### src/rtl/decode_stage_pkg.sv
// Shared constants and types for the decode stage and its register file.
// Build option DECODE_BYPASS_EN (see decode_stage.sv) does not affect this package.
package decode_stage_pkg;

  localparam int WORD = 32;

  localparam logic [6:0] OP_LUI    = 7'h37;
  localparam logic [6:0] OP_AUIPC  = 7'h17;
  localparam logic [6:0] OP_JAL    = 7'h6F;
  localparam logic [6:0] OP_JALR   = 7'h67;
  localparam logic [6:0] OP_BRANCH = 7'h63;
  localparam logic [6:0] OP_LOAD   = 7'h03;
  localparam logic [6:0] OP_STORE  = 7'h23;
  localparam logic [6:0] OP_IMM    = 7'h13;
  localparam logic [6:0] OP_REG    = 7'h33;

  typedef enum logic {RUN, SQUASH} sq_state_e;

  typedef struct packed {
    logic [WORD-1:0] pc;
    logic [WORD-1:0] instr;
    logic [WORD-1:0] imm;
    logic [WORD-1:0] rs1val;
    logic [WORD-1:0] rs2val;
    logic [4:0]      rd;
    logic            regwrite;
    logic            memread;
    logic            memwrite;
    logic            valid;
  } ex_reg_t;

  // Sign-extended RV32I immediate selected by the instruction format.
  function automatic logic [WORD-1:0] buildImm(input logic [WORD-1:0] instr);
    case (instr[6:0])
      OP_IMM, OP_LOAD, OP_JALR: buildImm = {{20{instr[31]}}, instr[31:20]};
      OP_STORE:                 buildImm = {{20{instr[31]}}, instr[31:25], instr[11:7]};
      OP_BRANCH:                buildImm = {{19{instr[31]}}, instr[31], instr[7],
                                            instr[30:25], instr[11:8], 1'b0};
      OP_LUI, OP_AUIPC:         buildImm = {instr[31:12], 12'b0};
      OP_JAL:                   buildImm = {{11{instr[31]}}, instr[31], instr[19:12],
                                            instr[20], instr[30:21], 1'b0};
      default:                  buildImm = '0;
    endcase
  endfunction

endpackage

### src/rtl/decode_stage_if.sv
// Fetch-to-decode pipeline register contents plus the fetch enable returned by decode.
// Build option DECODE_BYPASS_EN does not affect this interface.
interface decode_stage_if;
  import decode_stage_pkg::*;

  logic [WORD-1:0] pcD;
  logic [WORD-1:0] instrD;
  logic            validD;
  logic            enF;

  modport master (output pcD, output instrD, output validD, input enF);
  modport slave  (input pcD, input instrD, input validD, output enF);
endinterface

### src/rtl/decode_stage_regfile.sv
// Two-read, one-write register file with x0 hardwired to zero.
// DECODE_BYPASS_EN forwards same-cycle writeback data onto the read ports.
module decode_stage_regfile
  import decode_stage_pkg::*;
#(
  parameter int NREGS = 32
) (
  input  logic            clk,
  input  logic            rst,
  input  logic            we_i,
  input  logic [4:0]      waddr_i,
  input  logic [WORD-1:0] wdata_i,
  input  logic [4:0]      raddr1_i,
  input  logic [4:0]      raddr2_i,
  output logic [WORD-1:0] rdata1_o,
  output logic [WORD-1:0] rdata2_o
);

  logic [WORD-1:0] regs_q [NREGS];

  always_ff @(posedge clk or posedge rst) begin
    if (rst) begin
      for (int i = 0; i < NREGS; i++) regs_q[i] <= '0;
    end else if (we_i && waddr_i != 5'd0) begin
      regs_q[waddr_i] <= wdata_i;
    end
  end

  always_comb begin
    rdata1_o = (raddr1_i == 5'd0) ? '0 : regs_q[raddr1_i];
    rdata2_o = (raddr2_i == 5'd0) ? '0 : regs_q[raddr2_i];
`ifdef DECODE_BYPASS_EN
    if (we_i && waddr_i != 5'd0 && waddr_i == raddr1_i) rdata1_o = wdata_i;
    if (we_i && waddr_i != 5'd0 && waddr_i == raddr2_i) rdata2_o = wdata_i;
`endif
  end

endmodule

### src/rtl/flopr.sv
// Resettable enabled register, used for the decode-to-execute pipeline register.
// Build option DECODE_BYPASS_EN does not affect this module.
module flopr #(
  parameter int WIDTH = 8
) (
  input  logic             clk,
  input  logic             rst,
  input  logic             en_i,
  input  logic [WIDTH-1:0] d_i,
  output logic [WIDTH-1:0] q_o
);

  always_ff @(posedge clk or posedge rst) begin
    if (rst)       q_o <= '0;
    else if (en_i) q_o <= d_i;
  end

endmodule

### src/rtl/decode_stage.sv
// Decode stage: register read, immediate/control generation, load-use stall and redirect squash.
// DECODE_BYPASS_EN: forward writeback into reads instead of stalling on a writeback match.
module decode_stage
  import decode_stage_pkg::*;
#(
  parameter int NREGS = 32
) (
  input  logic            clk,
  input  logic            reset,
  decode_stage_if.slave   fd,
  input  logic            PCSrcM_i,
  input  logic            regwriteW_i,
  input  logic [4:0]      rdW_i,
  input  logic [WORD-1:0] resultW_i,
  output logic [WORD-1:0] pcE_o,
  output logic [WORD-1:0] instrE_o,
  output logic [WORD-1:0] immE_o,
  output logic [WORD-1:0] rs1valE_o,
  output logic [WORD-1:0] rs2valE_o,
  output logic [4:0]      rdE_o,
  output logic            regwriteE_o,
  output logic            memreadE_o,
  output logic            memwriteE_o,
  output logic            validE_o
);

  logic [6:0]      opcode;
  logic [4:0]      rs1, rs2, rd;
  logic [WORD-1:0] rs1Val, rs2Val;
  logic            regwrite, memread, memwrite, useRs1, useRs2;
  logic            loadUse, wbHazard, squash, hazard;
  sq_state_e       state_q;
  ex_reg_t         ex_d, ex_q;

  assign opcode = fd.instrD[6:0];
  assign rs1    = fd.instrD[19:15];
  assign rs2    = fd.instrD[24:20];
  assign rd     = fd.instrD[11:7];

  decode_stage_regfile #(.NREGS(NREGS)) u_regfile (
    .clk      (clk),
    .rst      (reset),
    .we_i     (regwriteW_i),
    .waddr_i  (rdW_i),
    .wdata_i  (resultW_i),
    .raddr1_i (rs1),
    .raddr2_i (rs2),
    .rdata1_o (rs1Val),
    .rdata2_o (rs2Val)
  );

  // Field usage matters for hazards: U/J immediates overlap the rs1/rs2 bit positions.
  always_comb begin
    regwrite = 1'b0;
    memread  = 1'b0;
    memwrite = 1'b0;
    useRs1   = 1'b0;
    useRs2   = 1'b0;
    case (opcode)
      OP_IMM, OP_JALR: begin regwrite = 1'b1; useRs1 = 1'b1; end
      OP_LOAD:         begin regwrite = 1'b1; memread = 1'b1; useRs1 = 1'b1; end
      OP_STORE:        begin memwrite = 1'b1; useRs1 = 1'b1; useRs2 = 1'b1; end
      OP_BRANCH:       begin useRs1 = 1'b1; useRs2 = 1'b1; end
      OP_REG:          begin regwrite = 1'b1; useRs1 = 1'b1; useRs2 = 1'b1; end
      OP_LUI, OP_AUIPC, OP_JAL: regwrite = 1'b1;
      default: ;
    endcase
    if (rd == 5'd0) regwrite = 1'b0;
  end

  assign loadUse = fd.validD && ex_q.valid && ex_q.memread && (ex_q.rd != 5'd0) &&
                   ((useRs1 && rs1 == ex_q.rd) || (useRs2 && rs2 == ex_q.rd));

`ifdef DECODE_BYPASS_EN
  assign wbHazard = 1'b0;
`else
  assign wbHazard = fd.validD && regwriteW_i && (rdW_i != 5'd0) &&
                    ((useRs1 && rs1 == rdW_i) || (useRs2 && rs2 == rdW_i));
`endif

  // A redirect overrides any stall: the D slot is wrong-path and fetch must move on.
  assign squash = PCSrcM_i || (state_q == SQUASH);
  assign hazard = loadUse || wbHazard;
  assign fd.enF = squash || !hazard;

  always_ff @(posedge clk or posedge reset) begin
    if (reset) begin
      state_q <= RUN;
    end else begin
      case (state_q)
        RUN:    if (PCSrcM_i) state_q <= SQUASH;
        SQUASH: state_q <= PCSrcM_i ? SQUASH : RUN;
      endcase
    end
  end

  // Bubbles are an all-zero E entry; the E register itself always advances.
  always_comb begin
    ex_d = '0;
    if (!squash && !hazard) begin
      ex_d.pc       = fd.pcD;
      ex_d.instr    = fd.instrD;
      ex_d.imm      = buildImm(fd.instrD);
      ex_d.rs1val   = rs1Val;
      ex_d.rs2val   = rs2Val;
      ex_d.rd       = rd;
      ex_d.regwrite = regwrite && fd.validD;
      ex_d.memread  = memread && fd.validD;
      ex_d.memwrite = memwrite && fd.validD;
      ex_d.valid    = fd.validD;
    end
  end

  flopr #(.WIDTH($bits(ex_reg_t))) u_exReg (
    .clk  (clk),
    .rst  (reset),
    .en_i (1'b1),
    .d_i  (ex_d),
    .q_o  (ex_q)
  );

  assign pcE_o       = ex_q.pc;
  assign instrE_o    = ex_q.instr;
  assign immE_o      = ex_q.imm;
  assign rs1valE_o   = ex_q.rs1val;
  assign rs2valE_o   = ex_q.rs2val;
  assign rdE_o       = ex_q.rd;
  assign regwriteE_o = ex_q.regwrite;
  assign memreadE_o  = ex_q.memread;
  assign memwriteE_o = ex_q.memwrite;
  assign validE_o    = ex_q.valid;

endmodule

### src/flat_wrapper.sv
// flat-port wrapper written by rule: the top's interface ports become plain ports
module decode_stage_flat import decode_stage_pkg::*;
#(
  parameter int NREGS = 32
)
  (clk, reset, PCSrcM_i, regwriteW_i, rdW_i, resultW_i, pcE_o, instrE_o, immE_o, rs1valE_o, rs2valE_o, rdE_o, regwriteE_o, memreadE_o, memwriteE_o, validE_o, fd_pcD, fd_instrD, fd_validD, fd_enF);
  decode_stage_if fd_i ();
  input  logic clk;
  input  logic reset;
  input  logic PCSrcM_i;
  input  logic regwriteW_i;
  input  logic [4:0] rdW_i;
  input  logic [WORD-1:0] resultW_i;
  output logic [WORD-1:0] pcE_o;
  output logic [WORD-1:0] instrE_o;
  output logic [WORD-1:0] immE_o;
  output logic [WORD-1:0] rs1valE_o;
  output logic [WORD-1:0] rs2valE_o;
  output logic [4:0] rdE_o;
  output logic regwriteE_o;
  output logic memreadE_o;
  output logic memwriteE_o;
  output logic validE_o;
  input wire logic [$bits(fd_i.pcD)-1:0] fd_pcD;
  input wire logic [$bits(fd_i.instrD)-1:0] fd_instrD;
  input wire logic [$bits(fd_i.validD)-1:0] fd_validD;
  output wire logic [$bits(fd_i.enF)-1:0] fd_enF;
  assign fd_i.pcD = fd_pcD;
  assign fd_i.instrD = fd_instrD;
  assign fd_i.validD = fd_validD;
  assign fd_enF = fd_i.enF;
  decode_stage #(.NREGS(NREGS)) u_core (.clk(clk), .reset(reset), .fd(fd_i), .PCSrcM_i(PCSrcM_i), .regwriteW_i(regwriteW_i), .rdW_i(rdW_i), .resultW_i(resultW_i), .pcE_o(pcE_o), .instrE_o(instrE_o), .immE_o(immE_o), .rs1valE_o(rs1valE_o), .rs2valE_o(rs2valE_o), .rdE_o(rdE_o), .regwriteE_o(regwriteE_o), .memreadE_o(memreadE_o), .memwriteE_o(memwriteE_o), .validE_o(validE_o));
endmodule
### config.mk
export PLATFORM = sky130hd
export DESIGN_NAME = decode_stage_flat
export DESIGN_NICKNAME = d
export VERILOG_FILES = /design/src/rtl/decode_stage_pkg.sv /design/src/rtl/decode_stage_if.sv /design/src/rtl/decode_stage_regfile.sv /design/src/rtl/flopr.sv /design/src/rtl/decode_stage.sv /design/src/flat_wrapper.sv
export SDC_FILE = /design/constraint.sdc
export NUM_CORES = 2
export LEC_CHECK = 0
export CORE_MARGIN = 4
export CORE_UTILIZATION = 60
export CTS_CLUSTER_SIZE = 8
export DETAILED_ROUTE_END_ITERATION = 7
export PLACE_DENSITY = 0.8
export SETUP_SLACK_MARGIN = 0.05
export SYNTH_ARGS = -nofsm -noshare
export SYNTH_HDL_FRONTEND = slang
export SYNTH_SLANG_ARGS = --single-unit
### constraint.sdc
create_clock -name clk -period 58.5 [get_ports clk]
set_input_delay 11.7 -clock clk [delete_from_list [all_inputs] [get_ports clk]]
set_output_delay 11.7 -clock clk [all_outputs]
set_load 0.005 [all_outputs]
* After elaboration in Yosys (flattened, before gate mapping)
Index checks and enable logic that the tools add are counted.
Widths: inputs -> output; s select.
** Operators by class
- $lt $le $gt $ge :: 4
- Equality and inequality tests :: 13
- Muxes and demuxes :: 20
- Bitwise logic cells :: 3
- Reduce and logical (&&, ||, !) cells :: 34
** Operator list (number)
- $bwmux 1024 :: 1
- $bmux 32 s5 :: 2
- $mux 32 :: 7
- $mux 169 :: 1
- $demux 32 s5 :: 1
- $pmux 32 s5 :: 1
- $eq 7x6->1 const B :: 3
- $eq 7x7->1 const B :: 3
- $eq 5x5->1 :: 4
- $ge 6x6->1 const B :: 3
- $not 5->6 :: 3
- $logic_and 1x1->1 :: 17
- $logic_not 5->1 :: 3
- $eq 7x5->1 const B :: 2
- $reduce_bool 5->1 :: 2
- $eq 7x2->1 const B :: 1
- $mux 1 :: 7
- $reduce_or 7->1 :: 1
- $lt 6x1->1 const B :: 1
- $reduce_or 3->1 :: 2
- $reduce_or 6->1 :: 1
- $logic_or 1x1->1 :: 5
- $logic_not 1->1 :: 2
- $reduce_or 2->1 :: 1
** Word-level totals
- Bits in registers :: 1194
- Output and inout port bits :: 170
- Word-level logic and storage cells :: 108

* Longest topological paths before layout
- Word-level depth :: 10
- Depth in mapped cells :: 9

* Cells and area by module
A second synthesis with hierarchy kept.
** Unflattened totals
- Cells, all modules :: 4373
- Area, all modules :: 63065.5 sq um
** Modules (own cells, without submodules)
- decode_stage_regfile :: instances 1, cells each 3717, area an instance 54517.3 sq um
- flopr :: instances 1, cells each 358, area an instance 6697.7 sq um
- decode_stage :: instances 1, cells each 298, area an instance 1850.5 sq um

* Least setup slack after synthesis
No wires, ideal clock.
- Path kind :: in2out
- Start point :: in fd_instrD[2]
- End point :: out fd_enF
- Data arrival time :: 12.710 ns
- Setup slack :: 34.090 ns
- Stages on the path :: 7
- Path buffers :: 1
- Path through :: buf_2 -> nor2_1 -> and4bb_1 -> and4_1 -> o2111ai_2 -> o21ai_0 -> nand2_1
** Between the ends
- Longest elaborated chain between the ends :: 9
- Elaborated cells between the ends (all ways) :: 21
- Those cells by class :: eq/ne: 6; mux: 2; reduce/logical: 13
** Ends and longest elaborated chain
- start: declaration :: RTL line flat_wrapper.sv:25 : input wire logic [$bits(fd_i.instrD)-1:0] fd_instrD;
- $eq 7x6->1 (tied with other cells) :: RTL line decode_stage.sv:59 : case (opcode)
- $reduce_or 6->1 (no source line) or $reduce_or 3->1 (tied branches)
- $mux 1 :: RTL line decode_stage.sv:59
- $logic_and 1x1->1 (on tied branches) :: RTL line decode_stage.sv:72, decode_stage.sv:78
- $logic_or 1x1->1 (on tied branches) :: RTL line decode_stage.sv:72, decode_stage.sv:78
- $logic_and 1x1->1 (on tied branches) :: RTL line decode_stage.sv:71, decode_stage.sv:77
- $logic_or 1x1->1 (*) :: RTL line decode_stage.sv:83 : assign hazard = loadUse || wbHazard;
- $logic_not 1->1 (*) :: RTL line decode_stage.sv:84 : assign fd.enF = squash || !hazard;
- $logic_or 1x1->1 (*) :: RTL line decode_stage.sv:84
- end: declaration :: RTL line flat_wrapper.sv:27 : output wire logic [$bits(fd_i.enF)-1:0] fd_enF;
Every way passes the cells marked *; elsewhere a longest branch is shown, timed or not.

* Final worst setup path
- Start point :: in fd_instrD[23]
- End point :: out fd_enF
** Between the ends
- Longest elaborated chain between the ends :: 7
- Elaborated cells between the ends (all ways) :: 11
- Those cells by class :: eq/ne: 2; reduce/logical: 9
** Ends and longest elaborated chain (RTL line)
- $eq 5x5->1 (on tied branches) :: decode_stage.sv:72, decode_stage.sv:78
- $logic_and 1x1->1 (on tied branches) :: decode_stage.sv:72, decode_stage.sv:78
- $logic_or 1x1->1 (on tied branches) :: decode_stage.sv:72, decode_stage.sv:78
- $logic_and 1x1->1 (on tied branches) :: decode_stage.sv:71, decode_stage.sv:77
- $logic_or 1x1->1 (*) :: decode_stage.sv:83
- $logic_not 1->1 (*) :: decode_stage.sv:84
- $logic_or 1x1->1 (*) :: decode_stage.sv:84
Marked as above.

==> out/metrics.yaml <==
sta:
  finalMaxSlewViolations: 0
  worst_slew_pin_slew_ns: 1.158
  setup_violations: 0
  finalSetupTns_ns: 0
  timing.clock.skew_ns: 0.02915
  hold_viol: 0
  fmax_mhz: 38.03
  holdWs_ns: 0.3904
  fin_ws_ns: 32.20
  fin_crit_sh_pct: 44.95
  min_period_ns: 26.30
  slew_headroom_pct: 21.68
  rsz0062_at_grt: "false"
clock_network:
  cts_root_buffer: "clkbuf_16"
  path_clk_slew_ns: 0.05
  cts_resized: 0
  hold_buffers: 0
  clock-sinks: 1189
  cts_buffers: 167
  cts_tree: "done"
  clkLatencyLatePin_ns: 0.76
  cts_max_level: 4
  clockBufferDepth: 3
  postCtsSetupRepairBufs: 0
detailed_routing:
  routed_wl_mm: 162.5
  firstDrtPassIters: 6
  wire_per_inst_um: 31.09
  drt_iter0_drc: 3540
  via_count: 36630
  via_per_inst: 7.007
  ant_nets: 0
  post-route-drc-count: 0
global_routing:
  grt_pass1_vias: 38930
  gr-total-overflow: 0
  grt_max_degree: 182
  grt_usage_pct: 31.02
  grt_pass1_wl_mm: 247.5
  antenna_found_initial: 4
run_status:
  status: "completed"
logic_synthesis:
  ys_top_cells_by_area: "dfrtp_1, mux2_2, mux4_2"
  async_reset_ff_share_pct: 100.0
  synth_top_flop_cell: "dfrtp_1"
  synth_top_area_share_pct: 49.44
  syn_area_um2: 60180
  syn_inst: 3838
  ys_seq_elements: 1189
  synth_area_per_cell_um2: 15.68
  yosysTopAreaCell: "dfrtp_1"
  synth.yosys.seq_area_share_pct: 49.44
  synth_edf_count: 0
  yosys_warnings: 0
  synth_cell_types: 49
  syn_nets: 3944
worst_setup_path:
  crit_chain: "clkbuf_8 -> buf_4 -> xor2_1 -> nor3_1 -> and4_1 -> o2111ai_2 -> o21ai_0 -> nand2_1 -> clkdlybuf4s50_1"
  critPathMaxStageDelay_ns: 0.89
  ff2ff_path_depth: 7
  crit_path_end: "fd_enF"
  startpoint: "fd_instrD[23]"
  r2r_slack_ns: 55.43
  cp-end-kind: "output pin"
  crit_slowest_cell: "buf_4"
  crit_fanout: 47
  crit_arrival_ns: 14.60
  start_kind: "input pin"
  worstSetupPathType: "in -> out"
  required_ns: 46.80
  crit-reg2reg-launch: "u_core.u_exReg.q_o[115]"
  r2r_end: "u_core.u_exReg.q_o[62]"
power:
  seqPwrFrac_pct: 45.3
  p_sw_share_pct: 25.54
  ir_drop_v: 0.00002285
  leakage_uw: 0.02936
  pwr_density_cell_nw_per_um2: 34.57
  comb_power_share_pct: 18.5
  internal_power_uw: 1745
  power.switching_uw: 598.6
  p_clk_share_pct: 36.2
  power_uw: 2344
floorplan:
  fp.coreArea_um2: 98990
  io_pins: 276
  die_w_um: 324.7
  die_area_um2: 105400
  die_h_um: 324.7
  rows: 115
  start_util_pct: 60.79
min_path:
  hp-class: "reg -> reg"
layout:
  nets: 4030
  final_common_cell: "dfrtp_1"
  mostFrequentLayoutCells: "dfrtp_1, mux2_2, mux4_2"
  area_growth_pct: 12.68
  drive_gt1_share_pct: 50.04
placed_design:
  gp_congestion: 0.8178
  dpl.hpwl_mm: 90.06
  dpl_worst_slack_ns: 32.23
  port_buffers: 275
flow_run:
  drv_cap: 0
-- power groups by stage --
stage	registers (uW)	logic (uW)	clock network [uW]
after detailed placement	1070	432	0
after CTS	1060	435	859
after global placement	1050	420	0
after global routing	1080	464	896
final	1060	433	849
after floorplan	1040	348	0
-- critical path: cells and delay by family --
family	cells	cell delay, ns
AND/OR/NAND/NOR	3	0.38
buffers and inverters	3	1.90
AO/OA/AOI/OAI	2	0.39
XOR/XNOR	1	0.20
-- kinds of logic (layout without fill, tap and decap cells) --
logic type	count (synthesis)	in the layout	share of synthesized area, %
other	0	2	0
AO/OA/AOI/OAI	170	170	2.231
AND/OR/NAND/NOR	262	262	2.449
XOR/XNOR	20	20	0.2911
multiplexers	1760	1760	42.25
buffers and inverters	437	538	3.333
flip-flops	1189	1189	49.44
-- cell type report --
class,count,area [um^2]
fillers,6579,31190
flip-flops and latches,1189,29750
multi-input cells,2212,28610
clock buffers,173,4287
repair buffers,353,3416
well taps,1287,1610
clock inverters,11,118.9
inverters,1,11.26
diodes,2,5.005
-- metal layers --
layer  track usage [%]  share of wire (%)  vias to the layer above
li1                  -                  -                    14840
met1             40.70                 39                    19820
met2             51.38                 50                     1544
met3             6.531                7.2                      428
met4             12.25                4.0                        4
met5                 0              0.014                        -
-- how the worst min path moves through the flow --
stage / end / depth (start not counted) / start / slack [ns]
finish: u_core.u_regfile.regs_q[1009] / 0 / u_core.u_regfile.regs_q[1009] / 0.39
global route: u_core.u_regfile.regs_q[1022] / 0 / u_core.u_regfile.regs_q[1022] / 0.40
CTS: u_core.u_regfile.regs_q[1013] / 0 / u_core.u_regfile.regs_q[1013] / 0.39
detailed placement: u_core.u_regfile.regs_q[1015] / 0 / u_core.u_regfile.regs_q[1015] / 0.38
global placement: u_core.u_regfile.regs_q[997] / 0 / u_core.u_regfile.regs_q[997] / 0.38
floorplan: u_core.u_regfile.regs_q[1000] / 1 / u_core.u_regfile.regs_q[1000] / 0.44
-- sequential cells by signal, summed over array words and instances, names as in the netlist --
signal / cells
u_core.state_q: 1
u_core.u_exReg.q_o: 164
u_core.u_regfile.regs_q: 1024
-- stage by stage --
stage	std cells	cell area (um^2)	util [%]
5_1_grt	5228	67810	68.50
3_3_place_gp	5042	63400	64.04
6_report	5228	67810	68.50
2_1_floorplan	3838	60180	-
3_5_place_dp	5042	63400	64.04
4_1_cts	5226	67800	68.49
-- cell usage after synthesis, types with 5 or more instances --
master and instances:
a21oi_1 23, buf_4 23, nand2_1 46, dfrtp_1 1189, mux2_2 1117, nor3b_1 5
mux4_2 512, xor2_1 10, a221oi_2 20, buf_2 109, buf_6 19, nor2_1 31
o21ai_0 6, xnor2_1 10, a221oi_1 44, nor3_2 13, buf_1 69, a22oi_1 5
clkbuf_1 216, mux2i_1 128, and2_1 65, o22ai_1 64, and3_1 8, nand3_1 6
nor3_1 58
(Power assumes the default switching activity.)
